### config.mk
export PLATFORM = sky130hd
export DESIGN_NAME = uart_rx_fifo
export DESIGN_NICKNAME = d
export VERILOG_FILES = /design/src/rtl/uart_rx_fifo.sv
export SDC_FILE = /design/constraint.sdc
export NUM_CORES = 1
export LEC_CHECK = 0
export ABC_AREA = 1
export CORE_ASPECT_RATIO = 1.4
export CORE_MARGIN = 2
export CORE_UTILIZATION = 32
export CTS_CLUSTER_DIAMETER = 100
export DETAILED_ROUTE_END_ITERATION = 10
export GPL_TIMING_DRIVEN = 0
export PLACE_DENSITY = 0.46
export SYNTH_ARGS = -nofsm -noshare
export SYNTH_HDL_FRONTEND = slang
export SYNTH_SLANG_ARGS = --single-unit
### constraint.sdc
create_clock -name clk -period 5.7 [get_ports clk]
set_input_delay 1.425 -clock clk [delete_from_list [all_inputs] [get_ports clk]]
set_output_delay 1.425 -clock clk [all_outputs]
set_load 0.03 [all_outputs]
### src/rtl/uart_rx_fifo.sv
// uart_rx_fifo: receive buffer behind the UART receiver.
// Each one-cycle received-byte pulse is captured into a circular FIFO.
// The head entry is presented on a first-word-fall-through valid/ready port.
// The FIFO reports its fill level, full/empty/almost_full status and a sticky overrun flag.
// Optional feature macro: UART_RX_FIFO_BREAK_TAG_EN. When it is defined, the
// BREAK flag is stored alongside each byte. When it is undefined, BREAK words
// are discarded.
module uart_rx_fifo #(
  parameter int DATA_BITS  = 8,
  parameter int DEPTH      = 16,
  parameter int ADDR_BITS  = 4,
  parameter int HIGH_WATER = 12
) (
  input  logic                 clk,
  input  logic                 resetn,
  input  logic                 in_valid,
  input  logic [DATA_BITS-1:0] in_data,
  input  logic                 in_break,
  input  logic                 flush,
  input  logic                 overrun_clr,
  output logic                 out_valid,
  output logic [DATA_BITS-1:0] out_data,
  output logic                 out_break,
  input  logic                 out_ready,
  output logic [ADDR_BITS:0]   level,
  output logic                 empty,
  output logic                 full,
  output logic                 almost_full,
  output logic                 overrun
);

`ifdef UART_RX_FIFO_BREAK_TAG_EN
  localparam int ENTRY_BITS = DATA_BITS + 1;
`else
  localparam int ENTRY_BITS = DATA_BITS;
`endif

  localparam logic [ADDR_BITS:0] HIGH_WATER_L = (ADDR_BITS+1)'(HIGH_WATER);

  logic [ENTRY_BITS-1:0] mem [DEPTH];
  logic [ADDR_BITS:0]    wr_ptr_reg;
  logic [ADDR_BITS:0]    rd_ptr_reg;
  logic                  overrun_reg;

  logic                  accept;
  logic                  push;
  logic                  pop;
  logic                  drop;
  logic [ENTRY_BITS-1:0] wr_entry;
  logic [ENTRY_BITS-1:0] head_entry;

`ifdef UART_RX_FIFO_BREAK_TAG_EN
  // A BREAK word occupies a slot, and its tag is kept in the top bit of the entry.
  assign accept   = in_valid;
  assign wr_entry = {in_break, in_data};
`else
  // A BREAK word is ignored entirely. It is not pushed and it does not count as an overrun.
  assign accept   = in_valid && !in_break;
  assign wr_entry = in_data;
`endif

  // Status is derived from the registered pointers. The MSB of each pointer is the wrap bit.
  assign empty       = (wr_ptr_reg == rd_ptr_reg);
  assign full        = (wr_ptr_reg[ADDR_BITS-1:0] == rd_ptr_reg[ADDR_BITS-1:0]) &&
                       (wr_ptr_reg[ADDR_BITS] != rd_ptr_reg[ADDR_BITS]);
  assign level       = wr_ptr_reg - rd_ptr_reg;
  assign almost_full = (level >= HIGH_WATER_L);
  assign out_valid   = !empty;
  assign overrun     = overrun_reg;

  // A pop frees a slot in the same cycle, so a full FIFO can still accept a byte while it is being drained.
  assign pop  = out_valid && out_ready;
  assign push = accept && (!full || pop);
  assign drop = accept && full && !pop;

  // The head entry is read combinationally. It is forced to zero while the FIFO
  // is empty, so that stale storage never shows up on the output.
  assign head_entry = mem[rd_ptr_reg[ADDR_BITS-1:0]];
  assign out_data   = out_valid ? head_entry[DATA_BITS-1:0] : '0;
`ifdef UART_RX_FIFO_BREAK_TAG_EN
  assign out_break  = out_valid ? head_entry[DATA_BITS] : 1'b0;
`else
  assign out_break  = 1'b0;
`endif

  // Storage write. A flush discards the byte that arrives in the same cycle.
  always_ff @(posedge clk) begin
    if (push && !flush) begin
      mem[wr_ptr_reg[ADDR_BITS-1:0]] <= wr_entry;
    end
  end

  // Pointer and overrun state. Flush has priority over push and pop, and a drop
  // takes precedence over overrun_clr.
  always_ff @(posedge clk or negedge resetn) begin
    if (!resetn) begin
      wr_ptr_reg  <= '0;
      rd_ptr_reg  <= '0;
      overrun_reg <= 1'b0;
    end else if (flush) begin
      wr_ptr_reg  <= '0;
      rd_ptr_reg  <= '0;
      overrun_reg <= 1'b0;
    end else begin
      if (push) begin
        wr_ptr_reg <= wr_ptr_reg + 1'b1;
      end
      if (pop) begin
        rd_ptr_reg <= rd_ptr_reg + 1'b1;
      end
      if (drop) begin
        overrun_reg <= 1'b1;
      end else if (overrun_clr) begin
        overrun_reg <= 1'b0;
      end
    end
  end

endmodule

==> results.md <==
Yosys:
- Of the total synthesized cell area, the portion taken by XOR and XNOR cells is 0.0146.
- Averaged over all synthesized cells, the footprint is 9.62 sq um.
- The post-synthesis register bit count is 139.
- The compound-gate portion of the synthesized area was 0.0127.
- When the netlist entered floorplanning its net count stood at 700.
- Of the synthesized area, sequential elements account for 0.634.
- By area the synthesized netlist is led by sky130_fd_sc_hd__edfxtp_1, sky130_fd_sc_hd__nand2_1, sky130_fd_sc_hd__nand3_1.
- After synthesis, the largest family of logic cells by area is simple AND/OR/NAND/NOR gates.
- The cell taking the most area after synthesis is sky130_fd_sc_hd__edfxtp_1.
- The share of the synthesized area in the top cell type is 0.592.
- Synthesis produced a netlist whose cell count is 675.
- Summing every instance area after synthesis gives 0.00650 sq mm.
- The distinct cell type count of the synthesized netlist is 26.
- Of the total synthesized cell area, the portion taken by AND, OR, NAND and NOR gates is 0.233.
- For this run, the number of Yosys warnings is 0.
- Of the post-synthesis cell area, the part taken by muxes is 0.
- Of the total synthesized cell area, the portion taken by full adders, half adders and majority gates is 0.0204.

Placed design:
- The count of buffers from port buffering is 32.
- Summed over all nets, the half-perimeter wirelength after detailed placement is 11300 um.
- The cell area reported after detailed placement is 0.00713 sq mm.
- The weighted congestion reported at the end of routability-driven placement is 0.834.
- The total placed cells including tap cells is 959.
- The setup slack at placement is 1120 ps.

Finish:
- The filler cell count in the final layout is 1967.
- For this run, the number of standard cells in the final layout without fillers is 990.
- Leaving out fill and tap cells, the most frequent cell in the layout is sky130_fd_sc_hd__nand2_1.
- The number of flip-flops in the largest register is 128.
- From synthesis to final layout, the design area changed by 18.5%.
- The top cell types in the final layout, fill and taps aside, are sky130_fd_sc_hd__nand2_1, sky130_fd_sc_hd__edfxtp_1, sky130_fd_sc_hd__inv_1.
- 0 antenna diodes ended up in the layout.
- The net count reported at finish is 751.
- The design area is 0.00770 sq mm.
- The share of post-route cells with drive strength above 1 is 0.0786.

Die:
- The initial standard-cell utilization of the core is 0.326.
- After floorplanning, the core was divided into 61 placement rows.
- The floorplan step defined a core boundary enclosing 0.0199 sq mm.
- Measured along the x axis, the die boundary spans 124 um.
- The area of the die is 0.0215 sq mm.
- From bottom edge to top edge, the die measures 173 um.
- The boundary pin count is 34.

Detailed routing:
- The final layout contains routed wiring with a total length of 16000 um.
- Dividing the detail-routed via count by the number of cells gives 4.47.
- In this run the remaining antenna-violating nets after routing total 0.
- The DRC violations left is 0.
- After detailed routing, the average wire length per cell comes to 16.2 um.
- The detailed router finished its first iteration with 270 violations.
- The number of iterations in the first detailed-routing pass is 4.
- The via count of the routed design is 4427.

Pwr:
- The overall power of the completed layout is 3.35 mW.
- The total power density per cell area is 435 mW/mm^2.
- The static leakage is 3.29 nW.
- The worst-case IR drop observed on VDD is 374 uV.

Timing:
- Setup repair after global routing left no endpoint under its margin.
- Headroom to the max-slew limit came out at 0.436.
- Setup violations remaining at the end of the flow were counted as 0.
- Across the routed clock network, the largest skew measured is 6.96 ps.
- The worst-margin pin slew is 843 ps.
- Dividing the final minimum period by the clock period gives 0.882.
- Once routing completed, OpenROAD measured the worst setup slack at 673 ps.
- The shortest period the worst path allows is 5030 ps.
- The count of final hold-check violations was 0.
- For this run, the top clock speed supported by timing is 0.199 GHz.
- The final max-slew violation count came to 0.
- The final sum of negative setup slack is 0 ps.

Hold path:
- The class of the worst hold path is flip-flop to flip-flop.

Clock network:
- The clock passes through at most 2 buffers.
- The H-tree depth is 4.
- Gates resized during post-CTS repair numbered 0.
- The cell sitting at the root of the clock tree is a sky130_fd_sc_hd__clkbuf_16.
- Once the clock tree was built, the setup fixing pass inserted 0 buffers.
- The count of clock tree sinks is 139.
- In this run, post-CTS hold repair placed 0 buffers.
- After clock tree synthesis, the clock-pin slew on the worst setup and hold paths is 60 ps.
- For the worst-skew pair, the clock arrives at the later sink with an insertion delay of 420 ps.
- The number of clock buffers added by TritonCTS is 17.
- The CTS tree is done.

GRT:
- The via count of the first global-routing pass is 4521.
- The number of antenna violations at the first check in global routing is 0.
- The wire length of the first global-routing pass is 25400 um.
- For this run, the total global-route usage over all layers was measured as 0.157.
- The largest net degree at the start of global routing is 17.
- The residual overflow from global routing is 0.

Setup path:
- The library cell contributing the largest single delay on the critical path is sky130_fd_sc_hd__clkdlybuf4s50_1.
- The data required time at the worst endpoint is 4280 ps.
- The critical path goes through buf_2 > clkinv_1 > ha_1 > nand2_1 > nor2_2 > nand2_1 > clkinv_1 > a21oi_1 > clkdlybuf4s50_1.
- The element type at the critical path start is a flip-flop.
- The kind of critical path is flip-flop to primary output.
- The sort of element at the end of the critical path is a primary output.
- The largest single stage delay on the critical path is 720 ps.
- Data arrives at the worst endpoint at 3600 ps.
- Of all nets on the critical path, the largest fanout is 10.

Job:
- Max-cap violations in this run came to 0.

Run status:
- The run finished with clean final reports.
Yosys cell counts:
cell type / instances
sky130_fd_sc_hd__dfrtp_1: 11
sky130_fd_sc_hd__nand2_1: 253
sky130_fd_sc_hd__ha_1: 9
sky130_fd_sc_hd__inv_4: 1
sky130_fd_sc_hd__buf_1: 1
sky130_fd_sc_hd__buf_4: 1
sky130_fd_sc_hd__nor2_2: 11
sky130_fd_sc_hd__conb_1: 1
sky130_fd_sc_hd__nor2_1: 13
sky130_fd_sc_hd__buf_8: 1
sky130_fd_sc_hd__nand2_4: 1
sky130_fd_sc_hd__nand3_1: 81
sky130_fd_sc_hd__fa_1: 1
sky130_fd_sc_hd__nor2_4: 2
sky130_fd_sc_hd__nand2_2: 1
sky130_fd_sc_hd__clkinv_1: 4
sky130_fd_sc_hd__edfxtp_1: 128
sky130_fd_sc_hd__xor2_1: 9
sky130_fd_sc_hd__a21o_1: 1
sky130_fd_sc_hd__clkbuf_1: 9
sky130_fd_sc_hd__buf_2: 15
sky130_fd_sc_hd__inv_2: 1
sky130_fd_sc_hd__inv_1: 104
sky130_fd_sc_hd__o21ai_0: 4
sky130_fd_sc_hd__a21oi_1: 11
sky130_fd_sc_hd__xnor2_2: 1
cells by family after synthesis:
logic type,after synthesis
xor+xnor,10
flops,139
compound gates,16
buf+inv,137
simple gates,362
fa+ha+maj,10
other cells,1
stage by stage:
step	hold slack, ps	utilization
5_1_grt	566	0.386
3_3_place_gp	525	0.358
2_1_floorplan	550	-
3_5_place_dp	525	0.358
6_report	534	0.386
4_1_cts	538	0.386
routing by layer:
metal | vias to the layer above | part of all wire | track usage
li1 | 2245 | - | -
met1 | 2078 | 0.44 | 0.199
met2 | 88 | 0.50 | 0.260
met3 | 16 | 0.035 | 0.0316
met4 | 0 | 0.022 | 0.0684
met5 | - | 0 | 0
final timing paths:
check	from	to	slack [ps]	cells past startpoint
min in group asynchronous	resetn	overrun	1350	1
worst min-delay path	overrun	overrun	530	2
max in group asynchronous	resetn	wr_ptr_reg[2]	4000	1
worst max-delay path	rd_ptr_reg[2]	out_data[0]	670	9
worst min register to register	overrun	overrun	530	2
worst max register to register	rd_ptr_reg[2]	mem[9][6]	2450	12
cell type report:
type	count	area, sq um	share of cell area
Sequential cell	139	4120	0.535
Buffer	27	135	0.0176
Timing Repair Buffer	32	320	0.0416
Clock inverter	9	123	0.0159
Multi-Input combinational cell	399	1830	0.237
Inverter	110	415	0.0540
Clock buffer	22	444	0.0577
Tap cell	252	315	0.0410
where the power goes:
| group | switching [mW] | leakage, nW | total, mW | internal, mW |
|---|---|---|---|---|
| clock | 0.394 | 0.271 | 1.07 | 0.680 |
| sequential | 0.0108 | 1.30 | 1.14 | 1.13 |
| combinational | 0.767 | 1.71 | 1.14 | 0.371 |
| total | 1.17 | 3.29 | 3.35 | 2.18 |
worst max-delay path: cells and delay by family, from the launching register on:
family / cells / cell delay, ps
simple gates: 3 / 250
compound gates: 1 / 320
flops: 1 / 370
fa+ha+maj: 1 / 500
buf+inv: 4 / 1740
Note: power is estimated with default switching activity, not from simulation.
